`src/rtl/tdm_pkg.sv`:
```
// Shared TDM definitions: framing state encoding and slot indices.
// Used by both the receive-side demux and the transmit-side mux.
package tdm_pkg;

    typedef enum logic {
        HUNT   = 1'b0,
        LOCKED = 1'b1
    } tdm_state_t;

    localparam logic [1:0] SLOT_A = 2'd0;
    localparam logic [1:0] SLOT_B = 2'd1;
    localparam logic [1:0] SLOT_C = 2'd2;
    localparam logic [1:0] SLOT_D = 2'd3;

    localparam int unsigned NUM_SLOTS = 4;

endpackage

```
`src/rtl/tdm_slot_ctr.sv`:
```
// Frame tracker: 2-bit wrapping slot counter plus HUNT/LOCKED framing state.
// clear returns to HUNT at slot 0; load1 locks at slot 1; advance steps the slot.
module tdm_slot_ctr
    import tdm_pkg::*;
(
    input  logic       clk,
    input  logic       rst_n,
    input  logic       clear,
    input  logic       load1,
    input  logic       advance,
    output logic [1:0] slot,
    output tdm_state_t state
);

    tdm_state_t state_nx;
    logic [1:0] slot_nx;

    always_ff @(posedge clk or negedge rst_n) begin
        if (!rst_n) begin
            state <= HUNT;
            slot  <= SLOT_A;
        end else begin
            state <= state_nx;
            slot  <= slot_nx;
        end
    end

    always_comb begin
        state_nx = state;
        slot_nx  = slot;
        if (clear) begin
            state_nx = HUNT;
            slot_nx  = SLOT_A;
        end else if (load1) begin
            state_nx = LOCKED;
            slot_nx  = SLOT_B;
        end else if (advance) begin
            // slot 3 -> 0 comes from the natural 2-bit wrap
            slot_nx  = slot + 2'd1;
        end
    end

endmodule

```
`src/rtl/tdm_demux4.sv`:
```
// Four-slot TDM demultiplexer: steers each slot word into its channel register,
// with one-hot channel strobes, frame-done and framing-error pulses.
module tdm_demux4
    import tdm_pkg::*;
#(
    parameter int unsigned W = 8
) (
    input  logic         clk,
    input  logic         rst_n,
    input  logic [W-1:0] din,
    input  logic         din_valid,
    input  logic         frame_sync,
    output logic [W-1:0] A,
    output logic [W-1:0] B,
    output logic [W-1:0] C,
    output logic [W-1:0] D,
    output logic [3:0]   out_valid,
    output logic [1:0]   slot,
    output logic         locked,
    output logic         frame_done,
    output logic         sync_err
);

    tdm_state_t state;
    logic       clear, load1, advance;
    logic       cap, err, done;
    logic [1:0] cap_idx;
    logic [3:0] strobe;

    tdm_slot_ctr u_slot_ctr (
        .clk     (clk),
        .rst_n   (rst_n),
        .clear   (clear),
        .load1   (load1),
        .advance (advance),
        .slot    (slot),
        .state   (state)
    );

    assign locked = (state == LOCKED);

    always_comb begin
        clear   = 1'b0;
        load1   = 1'b0;
        advance = 1'b0;
        cap     = 1'b0;
        err     = 1'b0;
        done    = 1'b0;
        cap_idx = SLOT_A;
        if (din_valid) begin
            if (frame_sync) begin
                // a sync beat always restarts at A; mid-frame it also flags an error
                cap   = 1'b1;
                load1 = 1'b1;
                err   = (state == LOCKED) && (slot != SLOT_A);
            end else if (state == LOCKED) begin
                if (slot == SLOT_A) begin
                    err   = 1'b1;
                    clear = 1'b1;
                end else begin
                    cap     = 1'b1;
                    cap_idx = slot;
                    advance = 1'b1;
                    done    = (slot == SLOT_D);
                end
            end
        end
    end

    always_comb begin
        strobe = '0;
        if (cap) begin
            unique case (cap_idx)
                SLOT_A: strobe = 4'b0001;
                SLOT_B: strobe = 4'b0010;
                SLOT_C: strobe = 4'b0100;
                SLOT_D: strobe = 4'b1000;
            endcase
        end
    end

    always_ff @(posedge clk or negedge rst_n) begin
        if (!rst_n) begin
            A          <= '0;
            B          <= '0;
            C          <= '0;
            D          <= '0;
            out_valid  <= '0;
            frame_done <= 1'b0;
            sync_err   <= 1'b0;
        end else begin
            if (strobe[0]) A <= din;
            if (strobe[1]) B <= din;
            if (strobe[2]) C <= din;
            if (strobe[3]) D <= din;
            out_valid  <= strobe;
            frame_done <= done;
            sync_err   <= err;
        end
    end

endmodule
```
`config.mk`:
```
export PLATFORM = sky130hd
export DESIGN_NAME = tdm_demux4
export DESIGN_NICKNAME = d
export VERILOG_FILES = /design/src/rtl/tdm_pkg.sv /design/src/rtl/tdm_slot_ctr.sv /design/src/rtl/tdm_demux4.sv
export SDC_FILE = /design/constraint.sdc
export NUM_CORES = 1
export LEC_CHECK = 0
export BUFFER_PORTS_ARGS = -buffer_cell sky130_fd_sc_hd__buf_4
export CORE_MARGIN = 4
export CORE_UTILIZATION = 40
export CTS_CLUSTER_DIAMETER = 30
export DETAILED_ROUTE_END_ITERATION = 12
export PLACE_DENSITY = 0.75
export SLEW_MARGIN = 25
export SYNTH_ARGS = -nofsm -noshare
export SYNTH_HDL_FRONTEND = slang
export SYNTH_HIERARCHICAL = 1
export SYNTH_SLANG_ARGS = --single-unit
```
`constraint.sdc`:
```
create_clock -name clk -period 2.69 [get_ports clk]
set_clock_uncertainty 0.2 [all_clocks]
set_input_delay 0.1345 -clock clk [delete_from_list [all_inputs] [get_ports clk]]
set_output_delay 0.1345 -clock clk [all_outputs]
set_load 0.02 [all_outputs]
```
# After elaboration in Yosys (flattened, before gate mapping)
# Cells that the tools add are included.
[word_totals]
reg_bits = 41
in_bits = 12
out_inout_bits = 41
elab_cells = 49
[classes]
reduce_logical = 6
muxes = 29
add_sub_neg = 1
n_eq_ne = 4
[ops]
columns = ["operator", "count"]
rows = [
  ["$mux W1", 20],
  ["$pmux W4 S4", 1],
  ["$mux W2", 7],
  ["$eq A2 B2 Y1 const B", 3],
  ["$logic_not A2 Y1", 2],
  ["$mux W4", 1],
  ["$reduce_bool A2 Y1", 2],
  ["$reduce_bool A3 Y1", 1],
  ["$add A2 B1 Y2 const B", 1],
  ["$eq A2 B1 Y1 const B", 1],
  ["$logic_and A1 B1 Y1", 1],
]

# Longest topological paths before layout
# Gate-level depths: netlist of the first run.
[depth]
depth_word = 8
mapped_depth = 5
depth_no_buf = 4

# By module
# Netlist of the first run, hierarchy kept.
[by_module_without_submodules]
columns = ["mod", "area_per_inst_um2", "instances", "cells_per_inst"]
rows = [
  ["tdm_demux4", 1458.9, 1, 88],
  ["tdm_slot_ctr", 130.1, 1, 11],
]

# Worst setup path after synthesis of the first run
# No wires, ideal clock.
[synth_timing]
kind = "flip-flop to flip-flop"
from = "register u_slot_ctr.state"
to = "register D[0]"
stages_incl_launch_ff = 6
slack_ns = 1.009
n_path_buf = 1
arrival_ns = 1.355
period_less_slack_ns = 1.681
path_cell_list = "dfrtp_1 > nand3b_4 > or2_1 > buf_6 > inv_2 > mux2_4"
[synth_between]
elab_chain_len = 6
[synth_lines]
columns = ["item", "line", "text"]
rows = [
  ["start, declared", "tdm_slot_ctr.sv:12", "output tdm_state_t state"],
  ["start signal, assigned", "tdm_slot_ctr.sv:23", "state <= state_nx;"],
  ["$mux W2", "tdm_demux4.sv:56", "end else if (state == LOCKED) begin"],
  ["$mux W2", "tdm_demux4.sv:51", "if (frame_sync) begin"],
  ["$mux W2", "tdm_demux4.sv:50", "if (din_valid) begin"],
  ["$eq A2 B2 Y1 (tied with other cells)", "tdm_demux4.sv:73", "unique case (cap_idx)"],
  ["$pmux W4 S4", "tdm_demux4.sv:73", ""],
  ["$mux W4 *", "tdm_demux4.sv:72", "if (cap) begin"],
  ["net strobe[3]", "tdm_demux4.sv:28", "logic [3:0] strobe;"],
  ["end signal, assigned", "tdm_demux4.sv:95", "if (strobe[3]) D <= din;"],
  ["end, declared", "tdm_demux4.sv:16", "output logic [W-1:0] D,"],
]
# Mark *: on every way through the listed nets, which the timed path passes. The rest lies on a longest branch.
# A chain may end at the register's enable or synchronous reset.

# Worst setup path in the final report of the first run
[layout_timing]
from = "input port frame_sync"
to = "register C[0]"
[layout_between]
elab_chain_len = 5
[layout_lines]
columns = ["item", "line", "text"]
rows = [
  ["start, declared", "tdm_demux4.sv:12", "input logic frame_sync,"],
  ["$mux W2", "tdm_demux4.sv:51", ""],
  ["$mux W2", "tdm_demux4.sv:50", ""],
  ["$eq A2 B2 Y1 (tied with other cells)", "tdm_demux4.sv:73", ""],
  ["$pmux W4 S4", "tdm_demux4.sv:73", ""],
  ["$mux W4 *", "tdm_demux4.sv:72", ""],
  ["end signal, assigned", "tdm_demux4.sv:94", "if (strobe[2]) C <= din;"],
  ["end, declared", "tdm_demux4.sv:15", "output logic [W-1:0] C,"],
]
# Mark *: on every way between the ends. The rest lies on a longest branch, timed or not.

==> results of run 1 <==
==> Yosys cell counts (all sizes together) <==
cell / count
dfrtp: 41
mux2: 32
inv: 4
nor2: 4
buf: 3
nand2: 2
nand3b: 2
nor3b: 2
a211oi: 1
a21bo: 1
a21oi: 1
and3: 1
clkinv: 1
nor3: 1
or2: 1
xnor2: 1
xor2: 1
==> sequential cells by signal, indices dropped and copies added (netlist names) <==
register          flops
C                     8
u_slot_ctr/slot       2
frame_done            1
D                     8
sync_err              1
B                     8
u_slot_ctr/state      1
out_valid             4
A                     8
==> report_power, final <==
group	total (W)	internal [W]	leakage (nW)	switching (W)
sequential	0.000987	0.000829	0.511	0.000158
clock	0.000382	0.000180	0.0450	0.000202
combinational	0.000999	0.000516	0.569	0.000483
==> logic make-up after synthesis <==
| logic type | Yosys count | synth area share [%] |
|---|---|---|
| AOI/OAI and AO/OA | 3 | 1.732 |
| xor gates and xnor gates | 2 | 1.103 |
| buffers and inverters | 8 | 2.834 |
| DFF | 41 | 64.57 |
| muxes | 32 | 24.57 |
| and+or+nand+nor | 13 | 5.197 |
==> per-stage QoR <==
step | power [W] | hold WS, ns
floorplan | 0.001534 | -0.3611
global placement | 0.001969 | -0.07113
detailed placement | 0.001995 | -0.05841
CTS | 0.002400 | 0.1586
global route | 0.002499 | 0.1930
finish | 0.002368 | 0.1524
==> final cells by class <==
class / instances / area share, %
Clock buffer: 6 / 3.253
Clock inverter: 2 / 0.4487
Timing Repair Buffer: 65 / 23.11
Inverter: 5 / 0.8413
Sequential cell: 41 / 45.99
Tap cell: 48 / 2.692
Multi-Input combinational cell: 50 / 23.67
==> per-layer routing <==
| layer | share of wire (%) | vias up | GRT usage [%] |
|---|---|---|---|
| met5 | 0 | - | 0 |
| li1 | - | 475 | - |
| met1 | 42 | 520 | 17.03 |
| met2 | 51 | 32 | 23.89 |
| met3 | 6.9 | 4 | 6.392 |
| met4 | 0.81 | 0 | 4.802 |
==> worst paths after layout <==
| path | start | endpoint | slack (ns) |
|---|---|---|---|
| worst max register to register | u_slot_ctr/state | C[0] | 0.83 |
| worst max-delay path | frame_sync | C[0] | 0.66 |
| max in group asynchronous | rst_n | A[6] | 1.79 |
| min in group clk | A[7] | A[7] | 0.31 |
| worst min register to register | A[7] | A[7] | 0.31 |
| worst min-delay path | rst_n | B[0] | 0.15 |
==> out/qor.yml, run 1 <==
clocking:
  clk_latency_ns: 0.29
  cts.sinks: 41
  ctsHoldBuffers: 11
  clockBufferDepth: 2
  tritoncts: "yes"
  clockRootBuffer: "clkbuf_8"
  post_cts_buffers: 0
  htree_levels: 2
  cts_buffers: 5
  post_cts_resized: 0
  clk_pin_slew_ns: 0.08
routing:
  viasPerCell: 4.751
  drtIter0Drc: 36
  drt_wl_total_um: 3455
  drt_pre_antenna_iters: 2
  post_drt_wl_per_cell_um: 15.92
  drcViolationCount: 0
  drtAntennaViolNets: 0
  vias: 1031
placement:
  dp.cells: 198
  place_ws_ns: 0.8383
  gp_congestion: 0.6885
  post_dp_cell_area_mm2: 0.002038
  io_buffers: 52
  dp_hpwl_um: 2477
timing:
  worst-slew-pin-transition_ns: 0.5167
  max_freq_mhz: 492.8
  post-route-period-util_pct: 75.44
  fin_ws_ns: 0.6607
  tns_ns: 0
  hold_viol: 0
  grt_setup_unrepaired: "no"
  fin_crit_ns: 2.029
  finalMaxSlewViolations: 0
  setup_viol: 0
  max_slew_margin_pct: 65.55
power_and_ir_drop:
  power_density_mw_per_mm2: 1062
  p_leak_nw: 1.125
  vdd_drop_max_mv: 0.8353
cells_and_area:
  finalInstanceArea_mm2: 0.002231
  fillers: 306
  stdcell_count: 217
  drive_gt1_share_pct: 57.99
  multiInputGateArea_um2: 528.0
  layout_common_cells: "54 x buf_4, 41 x dfrtp_1, 24 x mux2_2, 11 x dlygate4sd3_1, 8 x mux2_4"
  syn_to_final_growth_pct: 40.39
  final_common_cell: "buf_4"
  nNetsFinal: 180
  ff_latch_area_mm2: 0.001026
  utilization_pct: 59.59
  n_antenna_cell: 0
worst_setup_path:
  crit_cells: 6
  cp-end-kind: "register"
  worst-path-buf-inv: 3
  crit_slowest_cell: "dlygate4sd3_1"
  crit_type: "in2reg"
  crit_top_cell: "buf_4"
  critPathTopFamily: "buffers and inverters"
  required_ns: 2.66
  max_stage_delay_ns: 0.55
  critPathLaunchType: "input pin"
  r2r_cells: 4
  crit_arrival_ns: 2.00
  cp_max_fo: 6
  crit_chain: "dlygate4sd3_1 > buf_4 > nand3b_4 > nor3b_2 > buf_4 > mux2_2"
logic_synthesis:
  syn_inst: 99
  yosysSeqAreaShare_pct: 64.57
  yosysTopAreaCellShare_pct: 64.57
  ys_ff_latch: 41
  synth_warnings: 6
  netlist.top_cell.by_area: "dfrtp_1"
  ys_top_cells_by_area: "dfrtp_1 65%, mux2_2 17%, mux2_4 7.6%"
  synth_nets: 111
  syn_area_mm2: 0.001589
  synth_cell_type_count: 21
  avgSynthCellArea_um2: 16.05
grt:
  grt_pass1_wl_um: 5616
  track_usage_pct: 14.53
  overflow: 0
  antenna_found_initial: 0
  grt_pass1_vias: 1130
  grt_max_degree: 42
floorplan:
  die_y_um: 71.03
  core-area_mm2: 0.003744
  rows: 22
  start_util_pct: 42.45
  die-area_mm2: 0.005045
  die_x_um: 71.03
  ios: 53
worst_hold_path:
  hold_class: "in2async"
run:
  max_cap_violations: 0
run_status:
  status: "completed"
Power figures use the tool's default switching activity.
==> inputs of run 2 (changes only) <==
--- a/config.mk
+++ b/config.mk
@@ -10,7 +10,7 @@
 export CORE_UTILIZATION = 40
 export CTS_CLUSTER_DIAMETER = 30
 export DETAILED_ROUTE_END_ITERATION = 12
-export PLACE_DENSITY = 0.75
+export PLACE_DENSITY = 0.77
 export SLEW_MARGIN = 25
 export SYNTH_ARGS = -nofsm -noshare
 export SYNTH_HDL_FRONTEND = slang
==> constraint.sdc (replaced) <==
create_clock -name clk -period 1.81 [get_ports clk]
set_clock_uncertainty 0.2 [all_clocks]
set_input_delay 0.0905 -clock clk [delete_from_list [all_inputs] [get_ports clk]]
set_output_delay 0.0905 -clock clk [all_outputs]
set_load 0.02 [all_outputs]
==> run 2 against run 1 <==
Compared with the run above:
- sequential share of layout area down 1.6 points
- global-route usage increased by 1.0 points
- via count grew 3.6%
- critical path depth stayed put
- die area stayed put
- largest power group unchanged
- clock power up 130%
- power increased by 62%
- core utilization increased by 2.2 points
- critical path type unchanged
- count of clock-buffer cells in the layout is 1 lower
- sequential cell count is the same
- first-iteration DRC count is 28% lower
- hold slack worse by 0.041 ns
==> out/qor.yml, run 2 (synthesis results as in run 1) <==
timing:
  setup_viol: 0
  max_freq_mhz: 574.9
  tns_ns: 0
  finalMaxSlewViolations: 0
  grt_setup_unrepaired: "no"
  hold_viol: 0
  max_slew_margin_pct: 66.85
  worst-slew-pin-transition_ns: 0.4972
  post-route-period-util_pct: 96.11
  fin_crit_ns: 1.740
floorplan:
  ios: 53
  die_y_um: 71.03
  core-area_mm2: 0.003744
  die_x_um: 71.03
  start_util_pct: 42.45
  die-area_mm2: 0.005045
  rows: 22
cells_and_area:
  drive_gt1_share_pct: 59.54
  fillers: 294
  layout_common_cells: "58 x buf_4, 41 x dfrtp_1, 24 x mux2_2, 11 x dlygate4sd3_1, 8 x mux2_4"
  utilization_pct: 61.76
  n_antenna_cell: 0
  syn_to_final_growth_pct: 45.51
  final_common_cell: "buf_4"
  nNetsFinal: 184
power_and_ir_drop:
  seqPwrFrac_pct: 38.0
  p_comb_share_pct: 39.6
  switching_power_w: 0.001282
  p_leak_nw: 1.167
  power.internal_w: 0.002559
  p_clk_share_pct: 22.4
  vdd_drop_max_mv: 0.9161
  p_sw_share_pct: 33.37
  power_density_mw_per_mm2: 1661
clocking:
  tritoncts: "yes"
  clk_pin_slew_ns: 0.08
  htree_levels: 2
  cts.sinks: 41
  clockRootBuffer: "clkbuf_8"
  clk_latency_ns: 0.29
  clockBufferDepth: 2
  post_cts_resized: 0
  cts_buffers: 5
routing:
  drt_wl_total_um: 3649
  vias: 1068
  drtAntennaViolNets: 0
  drcViolationCount: 0
  drt_pre_antenna_iters: 4
  drtIter0Drc: 26
  viasPerCell: 4.833
  post_drt_wl_per_cell_um: 16.51
placement:
  io_buffers: 52
  dp_hpwl_um: 2616
  gp_congestion: 0.7646
grt:
  overflow: 0
  antenna_found_initial: 0
  grt_pass1_wl_um: 6023
  grt_pass1_vias: 1156
  grt_max_degree: 42
  track_usage_pct: 15.55
worst_setup_path:
  crit_top_cell: "buf_4"
  worst-path-buf-inv: 3
  crit_type: "in2reg"
  crit_arrival_ns: 1.72
  crit_chain: "dlygate4sd3_1 > buf_4 > nand3b_4 > or2_1 > buf_4 > mux2_4"
  crit_slowest_cell: "dlygate4sd3_1"
  critPathLaunchType: "input pin"
  required_ns: 1.79
  cp-end-kind: "register"
  cp_max_fo: 5
  max_stage_delay_ns: 0.53
  critPathTopFamily: "buffers and inverters"
worst_hold_path:
  hold_class: "in2async"
run:
  max_cap_violations: 0
run_status:
  status: "completed"
==> run 2: timing repair <==
action,CTS,global route
buffers inserted,0,0
hold buffers,11,0
endpoints found under the setup margin,0,0
hold endpoints to repair,74,0
==> run 2: worst paths after layout <==
check	from	to	slack (ns)	cells after the start
max in group asynchronous	rst_n	C[3]	0.96	2
min in group clk	C[1]	C[1]	0.32	1
min reg2reg	C[1]	C[1]	0.32	1
max reg2reg	u_slot_ctr/state	D[6]	0.16	4
min	rst_n	D[0]	0.11	2
max	frame_sync	D[6]	0.07	6
==> run 2: area by class of cell <==
cell class              count  area, um2  area share (%)
flip-flops and latches     41       1026           44.37
multi-input cells          50      528.0           22.84
clock buffers               5      68.82           2.976
well taps                  48      60.06           2.597
clock inverters             3      65.06           2.814
inverters                   5      18.77          0.8117
repair buffers             69      545.5           23.59
==> run 2: layer usage <==
layer  wire length, um  share of wire, %  track usage (%)  vias up
met1              1420                39            18.17      537
met3               271               7.4            6.108        6
met2              1886                52            26.26       38
met5                 0                 0                0        -
li1                  -                 -                -      487
met4                70               1.9            5.010        0
==> run 2: through the flow <==
stage | total power [W] | hold slack [ns] | instances | setup slack [ns] | cell area [um2]
after detailed placement | 0.002988 | -0.09887 | 202 | 0.1743 | 2068
after global routing | 0.004025 | 0.1696 | 221 | 0.04279 | 2312
after CTS | 0.003870 | 0.1209 | 221 | 0.08131 | 2312
final | 0.003841 | 0.1110 | 221 | 0.07049 | 2312
after global placement | 0.002933 | -0.1178 | 202 | 0.2293 | 2068
after floorplan | 0.002280 | -0.4051 | 99 | 0.1295 | 1589
==> run 2: power by group through the flow <==
stage          Combinational, W  Sequential, W  Clock (W)
2_1_floorplan          0.000455        0.00182          0
3_3_place_gp            0.00149        0.00144          0
3_5_place_dp            0.00152        0.00147          0
4_1_cts                 0.00154        0.00146   0.000870
5_1_grt                 0.00161        0.00150   0.000915
6_report                0.00152        0.00146   0.000861
